## config.mk

```make
export PLATFORM = sky130hd
export DESIGN_NAME = nand_acc_sequencer_flat
export DESIGN_NICKNAME = d
export VERILOG_FILES = /design/src/rtl/nand_acc_sequencer_if.sv /design/src/rtl/nand_acc_sequencer.sv /design/src/flat_wrapper.sv
export SDC_FILE = /design/constraint.sdc
export NUM_CORES = 1
export LEC_CHECK = 0
export BUFFER_PORTS_ARGS = -buffer_cell sky130_fd_sc_hd__buf_2
export CAP_MARGIN = 20
export CORE_UTILIZATION = 50
export DETAILED_ROUTE_END_ITERATION = 10
export MAX_ROUTING_LAYER = met4
export PLACE_DENSITY = 0.74
export RECOVER_POWER = 100
export SLEW_MARGIN = 20
export SYNTH_ARGS = -nofsm -noshare
export SYNTH_HDL_FRONTEND = slang
export SYNTH_SLANG_ARGS = --single-unit
```

## constraint.sdc

```tcl
create_clock -name clk -period 5.95 [get_ports clk]
set_input_delay 0 -clock clk [delete_from_list [all_inputs] [get_ports clk]]
set_output_delay 0 -clock clk [all_outputs]
set_load 0.005 [all_outputs]
```

## src/rtl/nand_acc_sequencer_if.sv

```systemverilog
// Bus bundle between the NAND accumulator sequencer and its environment:
// program-load port, run control, datapath drive and run status.
interface nand_acc_sequencer_if;
  logic       prog_we;
  logic [3:0] prog_addr;
  logic [7:0] prog_data;
  logic       start;
  logic       acc_in;
  logic       dp_d;
  logic       dp_load;
  logic       busy;
  logic       done;
  logic       result;
  logic       timeout;
  logic [3:0] pc;
  logic [7:0] step_count;

  // Environment side: loads the program, starts runs, returns the accumulator
  modport master (
    output prog_we, prog_addr, prog_data, start, acc_in,
    input  dp_d, dp_load, busy, done, result, timeout, pc, step_count
  );

  // Sequencer side
  modport slave (
    input  prog_we, prog_addr, prog_data, start, acc_in,
    output dp_d, dp_load, busy, done, result, timeout, pc, step_count
  );
endinterface

```

## src/rtl/nand_acc_sequencer.sv

```systemverilog
// Tiny program sequencer driving a one-bit NAND accumulator datapath.
// Runs a 16-word program (LOAD / NAND / JNZ / HALT) from address 0, one
// instruction per cycle, bounded by MAX_STEPS executed instructions.
module nand_acc_sequencer #(
  parameter int MAX_STEPS = 255
) (
  input logic              clk,
  input logic              preset_n,
  nand_acc_sequencer_if.slave bus
);

  localparam logic [7:0] LP_MAX = 8'(MAX_STEPS);

  localparam logic [1:0] OP_LOAD = 2'b00;
  localparam logic [1:0] OP_NAND = 2'b01;
  localparam logic [1:0] OP_JNZ  = 2'b10;

  typedef enum logic {
    IDLE,
    RUN
  } state_t;

  state_t     r_state;
  logic [7:0] r_mem [16];
  logic [3:0] r_pc;
  logic [7:0] r_step;
  logic       r_done;
  logic       r_result;
  logic       r_timeout;

  logic [7:0] w_instr;
  logic [1:0] w_op;
  logic       w_b;
  logic [3:0] w_target;
  logic       w_limit;
  logic       w_dpLoad;
  logic       w_dpD;
  logic       w_unused;

  assign w_instr  = r_mem[r_pc];
  assign w_op     = w_instr[7:6];
  assign w_b      = w_instr[5];
  assign w_target = w_instr[3:0];
  assign w_unused = w_instr[4];
  assign w_limit  = (r_step >= LP_MAX);

  assign bus.dp_load    = w_dpLoad;
  assign bus.dp_d       = w_dpD;
  assign bus.busy       = (r_state == RUN);
  assign bus.done       = r_done;
  assign bus.result     = r_result;
  assign bus.timeout    = r_timeout;
  assign bus.pc         = r_pc;
  assign bus.step_count = r_step;

  // Program memory: writable only while idle, never cleared by reset
  always_ff @(posedge clk) begin
    if (bus.prog_we && (r_state == IDLE)) begin
      r_mem[bus.prog_addr] <= bus.prog_data;
    end
  end

  // Datapath issue: hold the accumulator unless a LOAD or NAND executes now
  always_comb begin
    w_dpLoad = 1'b1;
    w_dpD    = bus.acc_in;
    if ((r_state == RUN) && !w_limit) begin
      if (w_op == OP_LOAD) begin
        w_dpD = w_b;
      end else if (w_op == OP_NAND) begin
        w_dpLoad = 1'b0;
        w_dpD    = w_b;
      end
    end
  end

  // Run control: start, per-cycle execution, HALT / step-limit termination
  always_ff @(posedge clk or negedge preset_n) begin
    if (!preset_n) begin
      r_state   <= IDLE;
      r_pc      <= 4'd0;
      r_step    <= 8'd0;
      r_done    <= 1'b0;
      r_result  <= 1'b0;
      r_timeout <= 1'b0;
    end else begin
      r_done <= 1'b0;
      if (r_state == IDLE) begin
        if (bus.start) begin
          r_state   <= RUN;
          r_pc      <= 4'd0;
          r_step    <= 8'd0;
          r_timeout <= 1'b0;
        end
      end else if (w_limit) begin
        r_state   <= IDLE;
        r_result  <= bus.acc_in;
        r_timeout <= 1'b1;
        r_done    <= 1'b1;
      end else if ((w_op == OP_LOAD) || (w_op == OP_NAND)) begin
        r_pc   <= r_pc + 4'd1;
        r_step <= r_step + 8'd1;
      end else if (w_op == OP_JNZ) begin
        r_pc   <= bus.acc_in ? w_target : (r_pc + 4'd1);
        r_step <= r_step + 8'd1;
      end else begin
        r_state  <= IDLE;
        r_result <= bus.acc_in;
        r_done   <= 1'b1;
      end
    end
  end

endmodule

```

## src/flat_wrapper.sv

```systemverilog
// flat-port wrapper written by rule: the top's interface ports become plain ports
module nand_acc_sequencer_flat 
#(
  parameter int MAX_STEPS = 255
)
  (clk, preset_n, bus_prog_we, bus_prog_addr, bus_prog_data, bus_start, bus_acc_in, bus_dp_d, bus_dp_load, bus_busy, bus_done, bus_result, bus_timeout, bus_pc, bus_step_count);
  nand_acc_sequencer_if bus_i ();
  input logic clk;
  input logic preset_n;
  input wire logic [$bits(bus_i.prog_we)-1:0] bus_prog_we;
  input wire logic [$bits(bus_i.prog_addr)-1:0] bus_prog_addr;
  input wire logic [$bits(bus_i.prog_data)-1:0] bus_prog_data;
  input wire logic [$bits(bus_i.start)-1:0] bus_start;
  input wire logic [$bits(bus_i.acc_in)-1:0] bus_acc_in;
  output wire logic [$bits(bus_i.dp_d)-1:0] bus_dp_d;
  output wire logic [$bits(bus_i.dp_load)-1:0] bus_dp_load;
  output wire logic [$bits(bus_i.busy)-1:0] bus_busy;
  output wire logic [$bits(bus_i.done)-1:0] bus_done;
  output wire logic [$bits(bus_i.result)-1:0] bus_result;
  output wire logic [$bits(bus_i.timeout)-1:0] bus_timeout;
  output wire logic [$bits(bus_i.pc)-1:0] bus_pc;
  output wire logic [$bits(bus_i.step_count)-1:0] bus_step_count;
  assign bus_i.prog_we = bus_prog_we;
  assign bus_i.prog_addr = bus_prog_addr;
  assign bus_i.prog_data = bus_prog_data;
  assign bus_i.start = bus_start;
  assign bus_i.acc_in = bus_acc_in;
  assign bus_dp_d = bus_i.dp_d;
  assign bus_dp_load = bus_i.dp_load;
  assign bus_busy = bus_i.busy;
  assign bus_done = bus_i.done;
  assign bus_result = bus_i.result;
  assign bus_timeout = bus_i.timeout;
  assign bus_pc = bus_i.pc;
  assign bus_step_count = bus_i.step_count;
  nand_acc_sequencer #(.MAX_STEPS(MAX_STEPS)) u_core (.clk(clk), .preset_n(preset_n), .bus(bus_i));
endmodule
```

==> results.cfg, run 1 <==
[clock_network]
cts_tree = yes
clock_path_buffers = 2
path_clk_slew_ns = 0.06
cts_made_buffers = 17
cts-root-buf = clkbuf_8
h-tree-depth = 4
numClockSinks = 128
insertion_delay_ns = 0.52

[worst_hold_path]
hold_path_class = primary input to flip-flop

[routing]
avgRoutedWirePerCell_um = 21.56
num_vias = 3022
wl_um = 10990
firstDrtPassIters = 6
drc_errors = 0
drt_first_iter_violations = 255
via_per_inst = 5.925
detail-route-antenna-nets = 0

[synth]
syn_area_per_cell_um2 = 17.85
syn_inst = 299
yosys-top-cells-count = edfxtp_1, mux4_2, nand2_1, nor2_1, dfrtp_1
netlist_top_cells_area = edfxtp_1, mux4_2, dfrtp_1
ys_seq_elements = 128
synthDistinctLibCells = 41
synth_top_family_by_area = multiplexers
synth-async-reset-ratio_pct = 12.50
yosys.area.top_type = edfxtp_1
muxShareOfSynthArea_pct = 15.49
synth_xor_area_share_pct = 0.6564
synthesis.area_mm2 = 0.005338
ys.flop_type = edfxtp_1
ys_warn_count = 0
synth-compound-area-share_pct = 4.548
ys_seq_area_share_pct = 70.51
syn_nets = 318
synthSimpleGateAreaFrac_pct = 6.423
synth_top_cell_area_share_pct = 63.01
synth_edf_count = 112
synth_most_common_cell = edfxtp_1
synth_adder_area_share_pct = 0.4688

[timing]
rsz0062_at_grt = false
slew_headroom_pct = -25.65
skew_ns = 0.008231
drv_slew = 33
hold_viol = 0
fmax_mhz = 244.2
fin_crit_ns = 4.095
setup_viol = 0
setup-tns-final_ns = 0
fin_crit_sh_pct = 68.82
worst_pin_slew_ns = 1.885

[finish]
drive_above_1_share_pct = 23.53
n_antenna_cell = 0
stdcell_area_mm2 = 0.006305
post-route-util_pct = 61.07
syn_to_final_growth_pct = 18.12
nNetsFinal = 381
finalNonFillerCells = 510
fillers = 736

[floorplanning]
start_util_pct = 51.70
dieArea_mm2 = 0.01109
die_h_um = 105.3
fp-row-count = 37
coreArea_mm2 = 0.01032
die_w_um = 105.3
pin_count = 35

[global_routing]
gr-total-overflow = 0
antenna_found_initial = 0
track_usage_pct = 22.32
grt_first_pass_wirelength_um = 16890
grt_max_degree = 33
first_global_vias = 3041

[worst_setup_path]
crit_type = flip-flop to primary output
cp-end-kind = primary output
start_kind = flip-flop
crit_fanout = 32
required_ns = 5.95
crit_arrival_ns = 4.09

[power]
power_w = 0.002779
p_per_area_mw_per_mm2 = 440.8
peakVddDrop_uv = 277.4
leakage_nw = 2.212

[placement]
post_dp_cell_area_mm2 = 0.005663
port-buffer-count = 33
dp_hpwl_um = 6581
dp_cells = 465
place_congestion = 0.8109

[job]
cap_violations = 1

[status]
violations = capacitance limit, slew limit
status = finished with violations
-- per-stage QoR --
stage / setup slack (ns) / hold WS (ns)
floorplan: 3.686 / -0.2956
global placement: 2.980 / -0.06826
detailed placement: 2.974 / -0.06322
CTS: 2.488 / 0.04841
global route: 1.632 / 0.07061
finish: 1.855 / 0.07536
-- where the power goes --
part / switching [W] / total [W] / leakage, nW / internal, W
Clock: 0.000399 / 0.000999 / 0.274 / 0.000600
Combinational: 0.000351 / 0.000687 / 0.720 / 0.000335
Sequential: 0.0000672 / 0.00109 / 1.22 / 0.00103
-- layout by cell type, fill, tap and decap left out, types with 3 or more instances in the layout --
master	synthesis	layout
and3_1	3	3
dfrtp_1	16	16
nor3_1	5	5
a21o_1	3	3
dlygate4sd3_1	0	14
mux2i_1	8	8
o22ai_1	3	3
edfxtp_1	112	112
mux4_1	3	3
buf_2	3	22
clkbuf_1	4	17
o21ai_0	8	8
nor2_1	18	18
o221ai_1	2	3
nand2b_1	6	6
inv_1	9	9
nor3b_1	3	3
a21oi_1	10	11
nand2_1	18	18
mux4_2	27	27
clkbuf_16	0	16
inv_6	0	6
mux2_2	4	4
nand3_1	5	5
xor2_1	3	3
-- state kept, by name, indices dropped and copies added (netlist names) --
signal,flops
u_core.bus.done,1
u_core.bus.busy,1
u_core.bus.result,1
u_core.r_mem,112
u_core.bus.timeout,1
u_core.bus.pc,4
u_core.bus.step_count,8
-- kinds of logic (layout without fill, tap and decap cells) --
group | after synthesis | count (layout)
muxes | 43 | 43
and+or+nand+nor | 68 | 68
xor gates and xnor gates | 4 | 4
AOI/OAI and AO/OA | 34 | 34
buffers and inverters | 20 | 95
adders and majority gates | 2 | 2
DFF | 128 | 128
-- final cells by class --
type | count | area, um^2 | share of cell area [%]
repair buffers | 54 | 321.6 | 5.100
inverters | 10 | 37.54 | 0.5954
flip-flops and latches | 128 | 3764 | 59.69
clock inverters | 14 | 153.9 | 2.441
well taps | 136 | 170.2 | 2.699
clock buffers | 17 | 414.1 | 6.569
multi-input cells | 151 | 1444 | 22.90
-- what timing repair did --
action	in CTS	in global routing
resized for setup	0	0
setup buffers	0	0
hold buffers	14	0
hold endpoints to repair	149	0
-- critical path, stage by stage, from the launching register on --
cell and delay, ns:
dfrtp_1 0.32, clkbuf_1 1.35, mux4_1 0.46, mux2_2 0.31, mux2_1 0.45, nor2_1 0.21, mux2_2 0.36, buf_2 0.13
-- final timing paths --
check,from,endpoint,slack [ns],cells after the start
worst max-delay path,u_core.bus.pc[1],bus_dp_d,1.86,7
worst min-delay path,bus_prog_addr[3],u_core.r_mem[8][6],0.08,3
worst max register to register,u_core.bus.pc[1],u_core.bus.pc[1],1.97,7
worst min register to register,u_core.bus.result,u_core.bus.result,0.50,1
max in group asynchronous,preset_n,u_core.bus.step_count[7],4.87,3
min in group asynchronous,preset_n,u_core.bus.pc[1],0.62,3
-- metal layers --
layer / up-vias / GRT usage (%) / part of all wire [%]
li1: 1323 / - / -
met2: 132 / 34.16 / 49
met1: 1535 / 28.05 / 42
met4: 0 / 10.06 / 2.4
met5: - / - / 0
met3: 32 / 6.122 / 6.5
Note: power is estimated with default switching activity, not from simulation.
==> run 2: changes to the inputs <==
==> constraint.sdc (replaced) <==
create_clock -name clk -period 4.15 [get_ports clk]
set_input_delay 0 -clock clk [delete_from_list [all_inputs] [get_ports clk]]
set_output_delay 0 -clock clk [all_outputs]
set_load 0.005 [all_outputs]
==> run 2 against run 1 <==
Net effect: the run now ends clean; hold slack is essentially flat; global-route usage grew 0.60 points; clock skew is essentially flat; critical endpoint is now u_core.bus.pc[1]; largest cell class unchanged; highest routed layer unchanged.
==> results.cfg, run 2 (same netlist as run 1, synthesis figures left out) <==
[worst_setup_path]
crit_top_cell = mux2i_1
path_delay_family = multiplexers
cp_slowest_cell = a21oi_1
critical_path_buf_inv_count = 2
cp_slowest_stage_delay_ns = 0.61
cp-end-kind = flip-flop
crit_fanout = 14
required_ns = 4.53
start_kind = flip-flop
crit_chain = buf_4 -> mux4_2 -> mux2i_1 -> mux2i_1 -> clkbuf_1 -> a21oi_1 -> or2b_2 -> o221ai_1
crit_arrival_ns = 3.57
crit_type = flip-flop to flip-flop

[finish]
n_antenna_cell = 0
final_cell_mix = edfxtp_1, mux4_2, buf_2, nor2_1, nand2_1
stdcell_area_mm2 = 0.006310
multiInputGateArea_mm2 = 0.001434
drive_above_1_share_pct = 24.20
layout_commonest_cell = edfxtp_1
largest_register_ffs = 112
syn_to_final_growth_pct = 18.21
top_register = u_core.r_mem
nNetsFinal = 382
fillers = 760
seq_area_mm2 = 0.003764

[global_routing]
gr-total-overflow = 0
track_usage_pct = 22.93
first_global_vias = 3068
grt_max_degree = 33
antenna_found_initial = 0
grt_first_pass_wirelength_um = 17460

[timing]
drv_slew = 0
rsz0062_at_grt = false
fin_crit_sh_pct = 76.91
setup-tns-final_ns = 0
setup_viol = 0
skew_ns = 0.008290
fin_crit_ns = 3.192
hold_viol = 0
fmax_mhz = 313.3
worst_pin_slew_ns = 0.9869
setup_slack_ns = 0.9583
slew_headroom_pct = 33.96

[routing]
detail-route-antenna-nets = 0
drt_first_iter_violations = 357
via_per_inst = 5.953
drc_errors = 0
avgRoutedWirePerCell_um = 22.20
num_vias = 3048
firstDrtPassIters = 5
wl_um = 11370

[clock_network]
cts-root-buf = clkbuf_8
numClockSinks = 128
clock_path_buffers = 2
path_clk_slew_ns = 0.06
insertion_delay_ns = 0.52
h-tree-depth = 4
cts_tree = yes
cts_made_buffers = 17

[placement]
dp_hpwl_um = 6802
place_ws_ns = 1.581
port-buffer-count = 33
post_dp_cell_area_mm2 = 0.005670
place_congestion = 0.8068

[floorplanning]
dieArea_mm2 = 0.01109
start_util_pct = 51.70
fp-row-count = 37
coreArea_mm2 = 0.01032
die_h_um = 105.3
pin_count = 35
die_w_um = 105.3

[power]
p_per_area_mw_per_mm2 = 629.8
leakage_nw = 2.229
peakVddDrop_uv = 323.2

[status]
status = finished clean

[job]
cap_violations = 0

[worst_hold_path]
hold_path_class = primary input to flip-flop
==> run 2: cell types whose count changed in the layout (fill, tap and decap cells not counted), sizes merged <==
cell,change
clkinvlp,-1
clkbuf,-1
buf,+2
clkinv,+3
inv,-1
==> run 2: final timing paths <==
path / from / endpoint / slack (ns) / depth (start not counted)
worst max-delay path: u_core.bus.pc[0] / u_core.bus.pc[1] / 0.96 / 8
worst min-delay path: bus_prog_addr[3] / u_core.r_mem[8][6] / 0.08 / 3
worst max register to register: u_core.bus.pc[0] / u_core.bus.pc[1] / 0.96 / 8
worst min register to register: u_core.bus.result / u_core.bus.result / 0.51 / 1
max in group asynchronous: preset_n / u_core.bus.step_count[0] / 3.05 / 3
min in group asynchronous: preset_n / u_core.bus.step_count[3] / 0.63 / 3
==> run 2: layer usage <==
metal,global-route usage [%],wire [um],vias to the layer above
met5,-,0,-
met4,8.954,318,0
met3,5.937,762,36
met2,37.50,5841,165
met1,27.42,4442,1518
li1,-,-,1329
==> run 2: metrics by stage <==
stage                     std cells  power [W]  utilization, %  hold slack (ns)
final                           512   0.003974           61.12          0.07558
after global routing            512   0.004134           61.12          0.08715
after CTS                       512   0.004063           61.82          0.05760
after detailed placement        466   0.002623           54.93         -0.05874
after global placement          466   0.002603           54.93         -0.06692
after floorplan                 299   0.002361               -          -0.2956
==> run 2: worst register-to-register path, delay by kind of cell, from the launching register on <==
| kind | cells | cell delay (ns) |
|---|---|---|
| simple gates | 1 | 0.27 |
| compound gates | 2 | 0.73 |
| flops | 1 | 0.56 |
| buf+inv | 2 | 0.68 |
| mux | 3 | 0.82 |
==> run 2: repair_timing <==
item,CTS,global route
hold buffers,14,0
gates resized for setup,0,0
endpoints found under the hold margin,150,0
buffers inserted,0,0
==> run 2: area by class of cell <==
type / count / area share (%)
multi-input combinational: 151 / 22.72
clock inverter: 15 / 2.499
timing repair buffer: 55 / 5.275
inverter: 10 / 0.5949
clock buffer: 17 / 6.564
sequential: 128 / 59.65
tap: 136 / 2.697
==> run 2: report_power, final <==
| group | internal (W) | switching, W |
|---|---|---|
| registers | 0.00147 | 0.000102 |
| clock network | 0.000861 | 0.000562 |
| logic | 0.000472 | 0.000505 |
==> run 3: changes to the inputs <==
==> constraint.sdc (replaced) <==
create_clock -name clk -period 2.95 [get_ports clk]
set_input_delay 0 -clock clk [delete_from_list [all_inputs] [get_ports clk]]
set_output_delay 0 -clock clk [all_outputs]
set_load 0.005 [all_outputs]
==> run 3 against run 2 <==
Net effect: via count fell by 2.0%; clock power rose by 42%; non-clock buffer count is 13 higher; core utilization grew 1.0 points; design area is 1.7% higher; largest cell class unchanged; largest power group unchanged.
==> results.cfg, run 3 (same netlist as run 1, synthesis figures left out) <==
[status]
status = finished clean

[timing]
hold_slack_ns = 0.04057
fin_crit_sh_pct = 95.85
slew_headroom_pct = 43.82
drv_slew = 0
setup_viol = 0
hold_viol = 0
fin_crit_ns = 2.828
fmax_mhz = 353.6
rsz0062_at_grt = false
skew_ns = 0.007915
worst_pin_slew_ns = 0.8396
setup-tns-final_ns = 0

[floorplanning]
die_h_um = 105.3
die_w_um = 105.3
start_util_pct = 51.70
pin_count = 35
fp-row-count = 37
dieArea_mm2 = 0.01109
coreArea_mm2 = 0.01032

[worst_hold_path]
hold_path_class = primary input to flip-flop

[global_routing]
busiest_layer = met2
grtUsageMet1_pct = 27.51
grt.met2_usage_pct = 40.04
grt_max_degree = 17
first_global_vias = 3070
track_usage_pct = 23.96
grtUsageMet3_pct = 7.297
antenna_found_initial = 0
gr-total-overflow = 0
grt_first_pass_wirelength_um = 17900

[finish]
post-route-util_pct = 62.15
largest_register_ffs = 112
syn_to_final_growth_pct = 20.21
n_antenna_cell = 0
top_register = u_core.r_mem
final_cell_mix = edfxtp_1, mux4_2, clkbuf_1, buf_2, nand2_1
fillers = 775
layout_commonest_cell = edfxtp_1
drive_above_1_share_pct = 25.45
finalNonFillerCells = 525
nNetsFinal = 395

[clock_network]
insertion_delay_ns = 0.53
numClockSinks = 128
cts_made_buffers = 17
h-tree-depth = 4
clock_path_buffers = 2
cts-root-buf = clkbuf_8
cts_tree = yes
path_clk_slew_ns = 0.06

[worst_setup_path]
crit_top_cell = mux2_2
cp_slowest_cell = mux4_1
required_ns = 2.95
crit_type = flip-flop to primary output
rrSetupSlack_ns = 0.16
cp_slowest_stage_delay_ns = 0.58
crit_chain = mux4_1 -> mux2_2 -> mux2_4 -> nor2_2 -> mux2_2 -> buf_2
crit_arrival_ns = 2.83
crit_fanout = 8
cp-end-kind = primary output
start_kind = flip-flop

[routing]
via_per_inst = 5.690
num_vias = 2987
drc_errors = 0
detail-route-antenna-nets = 0
wl_um = 11640
drt_first_iter_violations = 178
firstDrtPassIters = 4
avgRoutedWirePerCell_um = 22.18

[placement]
dp_hpwl_um = 7499
dp_cells = 477
port-buffer-count = 33
place_congestion = 0.8415

[power]
leakage_nw = 2.256
peakVddDrop_uv = 577.4
p_per_area_mw_per_mm2 = 895.2

[job]
cap_violations = 0
==> run 3: path summary, 6_finish.rpt <==
check | start | to | cells past startpoint
min reg2reg | u_core.bus.result | u_core.bus.result | 1
max in group asynchronous | preset_n | u_core.bus.pc[0] | 3
min in group asynchronous | preset_n | u_core.bus.step_count[4] | 3
max reg2reg | u_core.bus.pc[0] | u_core.bus.pc[2] | 7
min | bus_prog_addr[2] | u_core.r_mem[5][6] | 3
max | u_core.bus.pc[0] | bus_dp_d | 6
==> run 3: metrics by stage <==
stage               area, um^2  setup slack (ns)  power [W]
CTS                       6492           0.03571   0.005823
detailed placement        5753            0.3525   0.003756
finish                    6416            0.1223   0.005744
floorplan                 5338            0.6864   0.003321
global route              6416           0.01468   0.006007
global placement          5753            0.3970   0.003711
==> run 3: per-layer routing <==
metal  vias to the layer above  share of wire, %
li1                       1357                 -
met3                        22               5.6
met4                         0               1.8
met2                       112                54
met5                         -                 0
met1                      1496                39
==> run 3: cell type report <==
cell class              instances  area (um^2)  share of cell area (%)
well taps                     136        170.2                   2.652
flip-flops and latches        128         3769                   58.74
clock buffers                  17        414.1                   6.455
repair buffers                 68        395.4                   6.162
multi-input cells             151         1463                   22.80
clock inverters                15        167.7                   2.613
inverters                      10        37.54                  0.5850
==> run 3: power by group <==
part / switching [W] / internal [W] / total [W]
Combinational: 0.000768 / 0.000731 / 0.00150
Sequential: 0.000151 / 0.00208 / 0.00223
Clock: 0.000856 / 0.00116 / 0.00202
Total: 0.00178 / 0.00397 / 0.00574
==> run 3: timing repair <==
item | CTS | global route
buffers inserted | 1 | 1
endpoints found under the hold margin | 145 | 0
gates resized for setup | 4 | 0
hold buffers | 14 | 0
setup endpoints to repair | 1 | 1
pin swaps | 0 | 0
==> run 3: critical path: cells and delay by family (launching register included) <==
kind	cells	cell delay (ns)
buffers and inverters	1	0.13
and+or+nand+nor	1	0.11
muxes	4	1.55
DFF	1	0.51
